--- src/rtl/yellow_flag_ctrl.sv ---
// Issue sequencer for the combinational yellow flag unit: instruction FIFO, IDLE/EXEC/CAPTURE
// sequencing and the architectural ZNC register. Perf counters exist only with YELLOW_CTRL_PERF_EN.
module yellow_flag_ctrl #(
  parameter int DEPTH = 2,
  parameter int W     = 16
) (
  input  logic         clk,
  input  logic         rst_n,
  input  logic         in_valid,
  output logic         in_ready,
  input  logic [W-1:0] in_ins,
  input  logic [W-1:0] in_ra,
  input  logic [W-1:0] in_rb,
  input  logic         flush,
  output logic [W-1:0] dp_ins,
  output logic [W-1:0] dp_ra,
  output logic [W-1:0] dp_rb,
  output logic [2:0]   dp_znc,
  input  logic [2:0]   dp_out,
  output logic [2:0]   znc,
  output logic         done,
  output logic         br_valid,
  output logic         br_taken,
  output logic         busy
`ifdef YELLOW_CTRL_PERF_EN
  ,
  output logic [15:0]  retired_cnt,
  output logic [15:0]  taken_cnt,
  input  logic         clr_cnt
`endif
);
  localparam int PW = $clog2(DEPTH);
  localparam int CW = PW + 1;
  localparam logic [CW-1:0] DEPTH_C = CW'(DEPTH);
  localparam logic [CW-1:0] ONE_C   = CW'(1);
  localparam logic [PW-1:0] PONE_C  = PW'(1);

  typedef enum logic [1:0] {S_IDLE, S_EXEC, S_CAPT} state_t;

  state_t        state_q, state_d;
  logic [CW-1:0] count_q, count_d;
  logic [PW-1:0] wr_ptr_q, wr_ptr_d, rd_ptr_q, rd_ptr_d;
  logic          in_ready_q;
  logic [W-1:0]  dp_ins_q, dp_ra_q, dp_rb_q;
  logic [2:0]    znc_q;
  logic [W-1:0]  ins_mem [DEPTH];
  logic [W-1:0]  ra_mem  [DEPTH];
  logic [W-1:0]  rb_mem  [DEPTH];

  logic       push, pop, capt_live, flag_op, br_op;
  logic [3:0] op;

  assign op        = dp_ins_q[15:12];
  assign flag_op   = (op == 4'hA) || (op == 4'hB) || (op == 4'hC);
  assign br_op     = (op == 4'hD);
  assign push      = rst_n && in_valid && in_ready_q && !flush;
  // Reset or flush during CAPTURE kills the retirement outright.
  assign capt_live = rst_n && !flush && (state_q == S_CAPT);

  always_comb begin
    state_d  = state_q;
    pop      = 1'b0;
    count_d  = count_q;
    wr_ptr_d = wr_ptr_q;
    rd_ptr_d = rd_ptr_q;
    case (state_q)
      S_IDLE: begin
        if (count_q != '0) begin
          pop     = 1'b1;
          state_d = S_EXEC;
        end
      end
      S_EXEC: state_d = S_CAPT;
      S_CAPT: begin
        if (count_q != '0) begin
          pop     = 1'b1;
          state_d = S_EXEC;
        end else begin
          state_d = S_IDLE;
        end
      end
      default: state_d = S_IDLE;
    endcase
    if (flush) begin
      pop      = 1'b0;
      state_d  = S_IDLE;
      count_d  = '0;
      wr_ptr_d = '0;
      rd_ptr_d = '0;
    end else begin
      if (push) begin
        count_d  = count_d + ONE_C;
        wr_ptr_d = wr_ptr_q + PONE_C;
      end
      if (pop) begin
        count_d  = count_d - ONE_C;
        rd_ptr_d = rd_ptr_q + PONE_C;
      end
    end
  end

  always_ff @(posedge clk) begin
    if (!rst_n) state_q <= S_IDLE;
    else        state_q <= state_d;
  end

  always_ff @(posedge clk) begin
    if (!rst_n) begin
      count_q    <= '0;
      wr_ptr_q   <= '0;
      rd_ptr_q   <= '0;
      in_ready_q <= 1'b0;
      znc_q      <= 3'b000;
      dp_ins_q   <= '0;
      dp_ra_q    <= '0;
      dp_rb_q    <= '0;
    end else begin
      count_q    <= count_d;
      wr_ptr_q   <= wr_ptr_d;
      rd_ptr_q   <= rd_ptr_d;
      in_ready_q <= (count_d < DEPTH_C);
      if (pop) begin
        dp_ins_q <= ins_mem[rd_ptr_q];
        dp_ra_q  <= ra_mem[rd_ptr_q];
        dp_rb_q  <= rb_mem[rd_ptr_q];
      end
      if (capt_live && flag_op) znc_q <= dp_out;
    end
  end

  always_ff @(posedge clk) begin
    if (push) begin
      ins_mem[wr_ptr_q] <= in_ins;
      ra_mem[wr_ptr_q]  <= in_ra;
      rb_mem[wr_ptr_q]  <= in_rb;
    end
  end

  assign in_ready = in_ready_q;
  assign dp_ins   = dp_ins_q;
  assign dp_ra    = dp_ra_q;
  assign dp_rb    = dp_rb_q;
  assign znc      = znc_q;
  assign dp_znc   = znc_q;
  assign done     = capt_live;
  assign br_valid = capt_live && br_op;
  assign br_taken = capt_live && br_op && ((znc_q & dp_ins_q[2:0]) != 3'b000);
  assign busy     = (count_q != '0) || (state_q != S_IDLE);

`ifdef YELLOW_CTRL_PERF_EN
  logic [15:0] retired_cnt_q, taken_cnt_q;

  // Clear dominates a coincident increment.
  always_ff @(posedge clk) begin
    if (!rst_n) begin
      retired_cnt_q <= '0;
      taken_cnt_q   <= '0;
    end else begin
      if (clr_cnt)   retired_cnt_q <= '0;
      else if (done) retired_cnt_q <= retired_cnt_q + 16'd1;
      if (clr_cnt)                    taken_cnt_q <= '0;
      else if (br_valid && br_taken)  taken_cnt_q <= taken_cnt_q + 16'd1;
    end
  end

  assign retired_cnt = retired_cnt_q;
  assign taken_cnt   = taken_cnt_q;
`endif
endmodule

--- config.mk ---
export PLATFORM = sky130hd
export DESIGN_NAME = yellow_flag_ctrl
export DESIGN_NICKNAME = d
export VERILOG_FILES = /design/src/rtl/yellow_flag_ctrl.sv
export SDC_FILE = /design/constraint.sdc
export NUM_CORES = 1
export LEC_CHECK = 0
export CORE_UTILIZATION = 40
export CTS_CLUSTER_SIZE = 28
export DETAILED_ROUTE_END_ITERATION = 6
export HOLD_SLACK_MARGIN = 0.1
export PLACE_DENSITY = 0.66
export SYNTH_ARGS = -nofsm -noshare
export SYNTH_HDL_FRONTEND = slang
export SYNTH_SLANG_ARGS = --single-unit
--- constraint.sdc ---
create_clock -name clk -period 6 [get_ports clk]
set_clock_uncertainty 0.15 [all_clocks]
set_input_delay 0.9 -clock clk [delete_from_list [all_inputs] [get_ports clk]]
set_output_delay 0.9 -clock clk [all_outputs]
set_load 0.01 [all_outputs]
==> metrics.txt, run 1 <==
Final ANT Viol Nets 0; cell breakdown of the critical path buf_2, buf_4, and4bb_2, and3_1, nor2b_1, clkdlybuf4s50_1; Worst path max stage delay between 500 and 600 ps; count of final setup violators 0; post-cts hold buffer count 0; Clock Pin Slew Worst Setup and Hold Paths ~60 ps; vias in the first global route about 3200; Clock Sinks around 150; post-CTS setup buffers 0; RSZ-0062 raised after global routing false; # H-tree levels 4; register area share after synthesis a little under three quarters; internal power 2.036 mW; flop2flop setup slack about 3700 ps; Syn Nets about 430; R2R Path End dp_rb[6]; DR vias between 3000 and 4000; Max Slew Vio Count 0; Gate power share about 11%; DP HPWL a little under 6000 um; Sum Neg Setup Slack 0 ps; largest net degree at the start of global routing 98; CP Data Arrival Time approximately 2700 ps; drt via density between 4 and 5; Mapped Cells 373; Core Util, Final between 50% and 60%; P&R area growth vs syn 32.59%; Crit Reg-Reg Startpoint count_q[0]; Mapped Area about 5700 um2; worst path required time slightly below 5000 ps; Fin. Hold Viols 0; row count 43; chip height between 100 and 150 um; outcome completed; PD cells 344.8 nW/um2; fin crit share 62.96%; Reg2Reg Depth 6; hold worst-path end state_q[1]; first-pass GRT wire length 16070 um; Sequential Power Share approximately 47%; Worst Tran Pin Value around 960 ps; initial core utilization between 40% and 50%; layout cells sized above 1 7.661%; WHS Path Cells 1; crit path time final 3777 ps; CTS tree done; worst skew pair latency just over 400 ps; master of the slowest instance on the critical path buf_4; Max Root-Sink Buffers 2; count of different cell masters after synthesis 32; post-DR wirelength/cell 15.22 um; switching share of power a little over a fifth; Port-buffer cells ~110; sw power roughly 560 uW; Final nets approximately 540; syn avg cell area 15.21 um2; Worst Hold Launch state_q[1]; MaxCap Viol Count 0; initial antenna violation count 0; crit path launch type input port; VDD IR max roughly 0.26 mV; Yosys reg bits 154; endpoint class of the critical path output pin; TritonCTS Buffers 17; FMAX roughly 260 MHz; First-pass DRT Iterations 4; Top Ports between 100 and 150; total grt overflow 0; GRT Total Usage 14.76%; root buffer cell clkbuf_16; Core Area ~14000 um2; Synthesis Warnings 0; number of remaining DRC errors 0; chip width 121.1 um; most common cell after layout, fill and taps aside clkdlybuf4s50_1; Post-Route WL 10290 um; worst min-delay path category reg -> reg; WS Path Type in -> out; # resized after CTS 0; leak pwr a little over 3 nW; most frequent cells in the layout 112 x clkdlybuf4s50_1, 96 x edfxtp_1, 58 x nand2_1, 57 x dfxtp_1, 51 x mux2i_1; GPL Wtd Cong 0.7364; Clk pwr share roughly two fifths; 1st-iter DRT viols a little under 200; Die Footprint around 15000 um2; # diodes 0; Slew HR between 30 and 40%; CP Max Fanout 60
==> power groups by stage <==
stage               Sequential, mW  Combinational [mW]  Clock (mW)
detailed placement            1.25               0.282           0
global route                  1.23               0.303        1.16
floorplan                     1.25               0.137           0
CTS                           1.23               0.283        1.12
finish                        1.23               0.279        1.09
global placement              1.25               0.276           0
==> Yosys cell counts <==
master / number / area, um2
xnor2_1: 2 / 17.52
inv_1: 3 / 11.26
dfxtp_1: 58 / 1161
a21boi_0: 1 / 7.510
ha_1: 1 / 12.51
edfxtp_1: 96 / 2883
xnor3_1: 1 / 22.52
nand4_1: 1 / 6.260
nand2_1: 58 / 217.7
buf_6: 3 / 33.78
and2_1: 2 / 12.51
nand3_1: 1 / 5.000
nor3_2: 1 / 10.01
nor3_1: 1 / 5.000
nor2_1: 5 / 18.77
and4bb_2: 1 / 12.51
o221a_1: 1 / 11.26
o211a_1: 48 / 480.5
or4_1: 1 / 7.510
and3b_1: 1 / 8.760
buf_4: 6 / 45.04
nor3b_1: 2 / 15.01
mux2i_1: 51 / 510.5
or4b_1: 1 / 10.01
nor2b_1: 3 / 18.77
buf_2: 12 / 60.06
a222oi_1: 1 / 10.01
and3_1: 2 / 12.51
clkbuf_1: 5 / 18.77
o31ai_1: 1 / 7.510
o211ai_1: 2 / 15.01
nand2b_1: 1 / 6.260
==> sequential cells by signal, summed over array words and instances, names as in the netlist <==
name,count
ins_mem,32
ra_mem,32
rb_mem,32
dp_ins,16
dp_ra,16
dp_rb,16
dp_znc,3
count_q,2
state_q,2
in_ready,1
rd_ptr_q,1
wr_ptr_q,1
==> final cells by class <==
| class | count | area (um2) |
|---|---|---|
| fillers | 1158 | 6357 |
| flip-flops and latches | 154 | 4048 |
| multi-input cells | 190 | 1474 |
| repair buffers | 117 | 1156 |
| clock buffers | 19 | 432.9 |
| well taps | 180 | 225.2 |
| clock inverters | 13 | 176.4 |
| inverters | 3 | 11.26 |
==> routing by layer <==
layer  track usage, %  wire length, um  part of all wire [%]
met4            7.562              184                   1.8
met1            17.86             4606                    45
met5                0                0                     0
met3            4.323              494                   4.8
met2            23.86             5000                    49
==> critical path: cells and delay by family <==
kind | cells | cell delay (ps)
and+or+nand+nor | 3 | 680
buffers and inverters | 3 | 1130
==> through the flow <==
step | setup slack (ps) | power (mW) | instances | hold slack, ps | instance area (um2)
final | 2223 | 2.594 | 676 | 297.8 | 7523
after global routing | 2057 | 2.696 | 676 | 336.8 | 7523
after CTS | 2205 | 2.633 | 676 | 297.8 | 7523
after detailed placement | 2202 | 1.532 | 644 | 288.9 | 6914
after global placement | 2224 | 1.524 | 644 | 279.3 | 6914
after floorplan | 904.2 | 1.385 | 373 | 262.1 | 5674
==> worst max path at each step <==
stage	start	endpoint	slack [ps]
6_report	rst_n	br_taken	2220
4_1_cts	rst_n	br_taken	2210
3_5_place_dp	rst_n	br_taken	2200
2_1_floorplan	flush	ins_mem[0][0]	900
5_1_grt	rst_n	br_taken	2060
3_3_place_gp	rst_n	br_taken	2220
==> logic make-up after synthesis <==
| logic type | Yosys count | share of synthesized area (%) |
|---|---|---|
| buf+inv | 29 | 2.977 |
| flops | 154 | 71.27 |
| compound gates | 54 | 9.372 |
| xor+xnor | 3 | 0.7057 |
| fa+ha+maj | 1 | 0.2205 |
| simple gates | 81 | 6.461 |
| mux | 51 | 8.997 |
No activity file was read; power rests on OpenSTA's default activity.
==> run 2: changes to the inputs <==
--- a/config.mk
+++ b/config.mk
@@ -9,7 +9,7 @@
 export CTS_CLUSTER_SIZE = 28
 export DETAILED_ROUTE_END_ITERATION = 6
 export HOLD_SLACK_MARGIN = 0.1
-export PLACE_DENSITY = 0.66
+export PLACE_DENSITY = 0.68
 export SYNTH_ARGS = -nofsm -noshare
 export SYNTH_HDL_FRONTEND = slang
 export SYNTH_SLANG_ARGS = --single-unit
==> constraint.sdc (replaced) <==
create_clock -name clk -period 3.35 [get_ports clk]
set_clock_uncertainty 0.15 [all_clocks]
set_input_delay 0.5025 -clock clk [delete_from_list [all_inputs] [get_ports clk]]
set_output_delay 0.5025 -clock clk [all_outputs]
set_load 0.01 [all_outputs]
==> run 2 against run 1 <==
Count of clock-buffer cells in the layout is 5 higher. Via count is 0.18% higher. Critical path depth is 1 lower.
==> metrics.txt, run 2 (synthesis results as in run 1) <==
outcome completed (unchanged); Max Root-Sink Buffers 2 (unchanged); # H-tree levels 4 (unchanged); Final ANT Viol Nets 0 (unchanged); Worst Tran Pin Value 896.5 ps (was 962.9 ps); switching share of power 22.60% (was 21.51%); leak pwr 3.047 nW (was 3.030 nW); Final nets 540 (was 539); root buffer cell clkbuf_16 (unchanged); Clock Pin Slew Worst Setup and Hold Paths 60 ps (about the same); GRT Total Usage 15.15% (was 14.76%); DR vias 3358 (was 3352); Largest regs ins_mem: 32 flops, ra_mem: 32 flops, rb_mem: 32 flops (unchanged); count of final setup violators 0 (unchanged); CP Data Arrival Time 2230 ps (was 2730 ps); First-pass DRT Iterations 4 (unchanged); Sequential Power Share 48.7% (was 47.3%); P&R area growth vs syn 32.77% (was 32.59%); endpoint class of the critical path output pin (unchanged); RSZ-0062 raised after global routing false (unchanged); Max Slew Vio Count 0 (unchanged); Die Footprint 14670 um2 (unchanged); Fin. Hold Viols 0 (unchanged); largest net degree at the start of global routing 98 (unchanged); flop2flop setup slack 1400 ps (was 3660 ps); fin crit share a little under nine tenths; most common cell after layout, fill and taps aside clkdlybuf4s50_1 (unchanged); total grt overflow 0 (unchanged); number of remaining DRC errors 0 (unchanged); MaxCap Viol Count 0 (unchanged); CTS tree done (unchanged); # diodes 0 (unchanged); Top Ports 114 (unchanged); PD cells 598.1 nW/um2 (was 344.8 nW/um2); crit path time final 2880 ps; Port-buffer cells 113 (unchanged); worst skew pair latency 420 ps (was 410 ps); initial antenna violation count 0 (unchanged); vias in the first global route 3294 (was 3222); chip height 121.1 um (unchanged); initial core utilization 40.88% (unchanged); worst path required time 2700 ps (was 4950 ps); Post-Route WL 10440 um (was 10290 um); most frequent cells in the layout 112 x clkdlybuf4s50_1, 96 x edfxtp_1, 58 x nand2_1, 57 x dfxtp_1, 51 x mux2i_1 (unchanged); # resized after CTS 0 (unchanged); TritonCTS Buffers 17 (unchanged); GPL Wtd Cong 0.7107 (was 0.7364); placed cell areas 6965 um2 (was 6914 um2); Clk pwr share 40.0% (was 41.9%); sw power 1.018 mW (was 558.0 uW); crit path launch type input port (unchanged); layout cells sized above 1 8.249% (was 7.661%); Slew HR 40.23% (was 35.81%); internal power 3.487 mW (was 2.036 mW); FMAX between 300 and 400 MHz; row count 43 (unchanged); Sum Neg Setup Slack 0 ps (unchanged); post-CTS setup buffers 0 (unchanged); chip width 121.1 um (unchanged); first-pass GRT wire length 16590 um (was 16070 um); post-DR wirelength/cell 15.42 um (was 15.22 um); VDD IR max 0.3866 mV (was 0.2618 mV); fin area 7533 um2 (was 7523 um2); worst min-delay path category reg -> reg (unchanged); CP Max Fanout 5 (was 60); Gate power share 11.3% (was 10.8%); Core Area 13880 um2 (unchanged); drt via density 4.960 (was 4.959); post-cts hold buffer count 0 (unchanged); WS Path Type in -> out (unchanged); 1st-iter DRT viols 162 (was 195); Clock Sinks 154 (unchanged); DP HPWL 6249 um (was 5951 um)
## run 2: per-stage QoR
step | util, % | std cells | worst slack [ps] | hold slack (ps) | total power [mW]
5_1_grt | 54.27 | 677 | 338.6 | 345.8 | 4.679
3_3_place_gp | 50.18 | 645 | 470.1 | 294.3 | 2.735
6_report | 54.27 | 677 | 469.8 | 325.7 | 4.506
2_1_floorplan | - | 373 | 141.3 | 262.1 | 2.481
3_5_place_dp | 50.18 | 645 | 474.0 | 308.5 | 2.749
4_1_cts | 54.27 | 677 | 469.0 | 317.0 | 4.550
## run 2: worst max-delay path: stages
cell and delay, ps:
clkdlybuf4s50_1 520, and4bb_2 380, and3_1 170, nor2b_1 120
clkdlybuf4s50_1 530
## run 2: area by class of cell
class,count,area [um2]
fillers,1127,6347
inverters,3,11.26
clock inverters,8,55.05
clock buffers,24,513.0
flip-flops and latches,154,4048
multi-input cells,190,1480
repair buffers,118,1201
well taps,180,225.2
## run 2: path summary, 6_finish.rpt
path,startpoint,to,cells after the start
worst max-delay path,flush,br_taken,5
worst min-delay path,state_q[1],state_q[1],1
worst max register to register,in_ready,ra_mem[1][14],3
worst min register to register,state_q[1],state_q[1],1
## run 2: metal layers
metal	global-route usage, %	wire (um)
met5	0	0
met4	7.407	150
met3	4.229	483
met2	24.18	5070
met1	18.89	4735
## run 2: power groups by stage
stage	Sequential (mW)	Clock [mW]	Combinational [mW]
final	2.20	1.80	0.508
after global routing	2.21	1.92	0.552
after CTS	2.20	1.84	0.516
after detailed placement	2.24	0	0.513
after global placement	2.23	0	0.503
after floorplan	2.23	0	0.246
==> run 3: changes to the inputs <==
--- a/config.mk
+++ b/config.mk
@@ -8,6 +8,7 @@
 export CORE_UTILIZATION = 40
 export CTS_CLUSTER_SIZE = 28
 export DETAILED_ROUTE_END_ITERATION = 6
+export GPL_ROUTABILITY_DRIVEN = 0
 export HOLD_SLACK_MARGIN = 0.1
 export PLACE_DENSITY = 0.68
 export SYNTH_ARGS = -nofsm -noshare
==> results of run 3 <==
Final layout, timing and power as in run 2 (identical DEF).
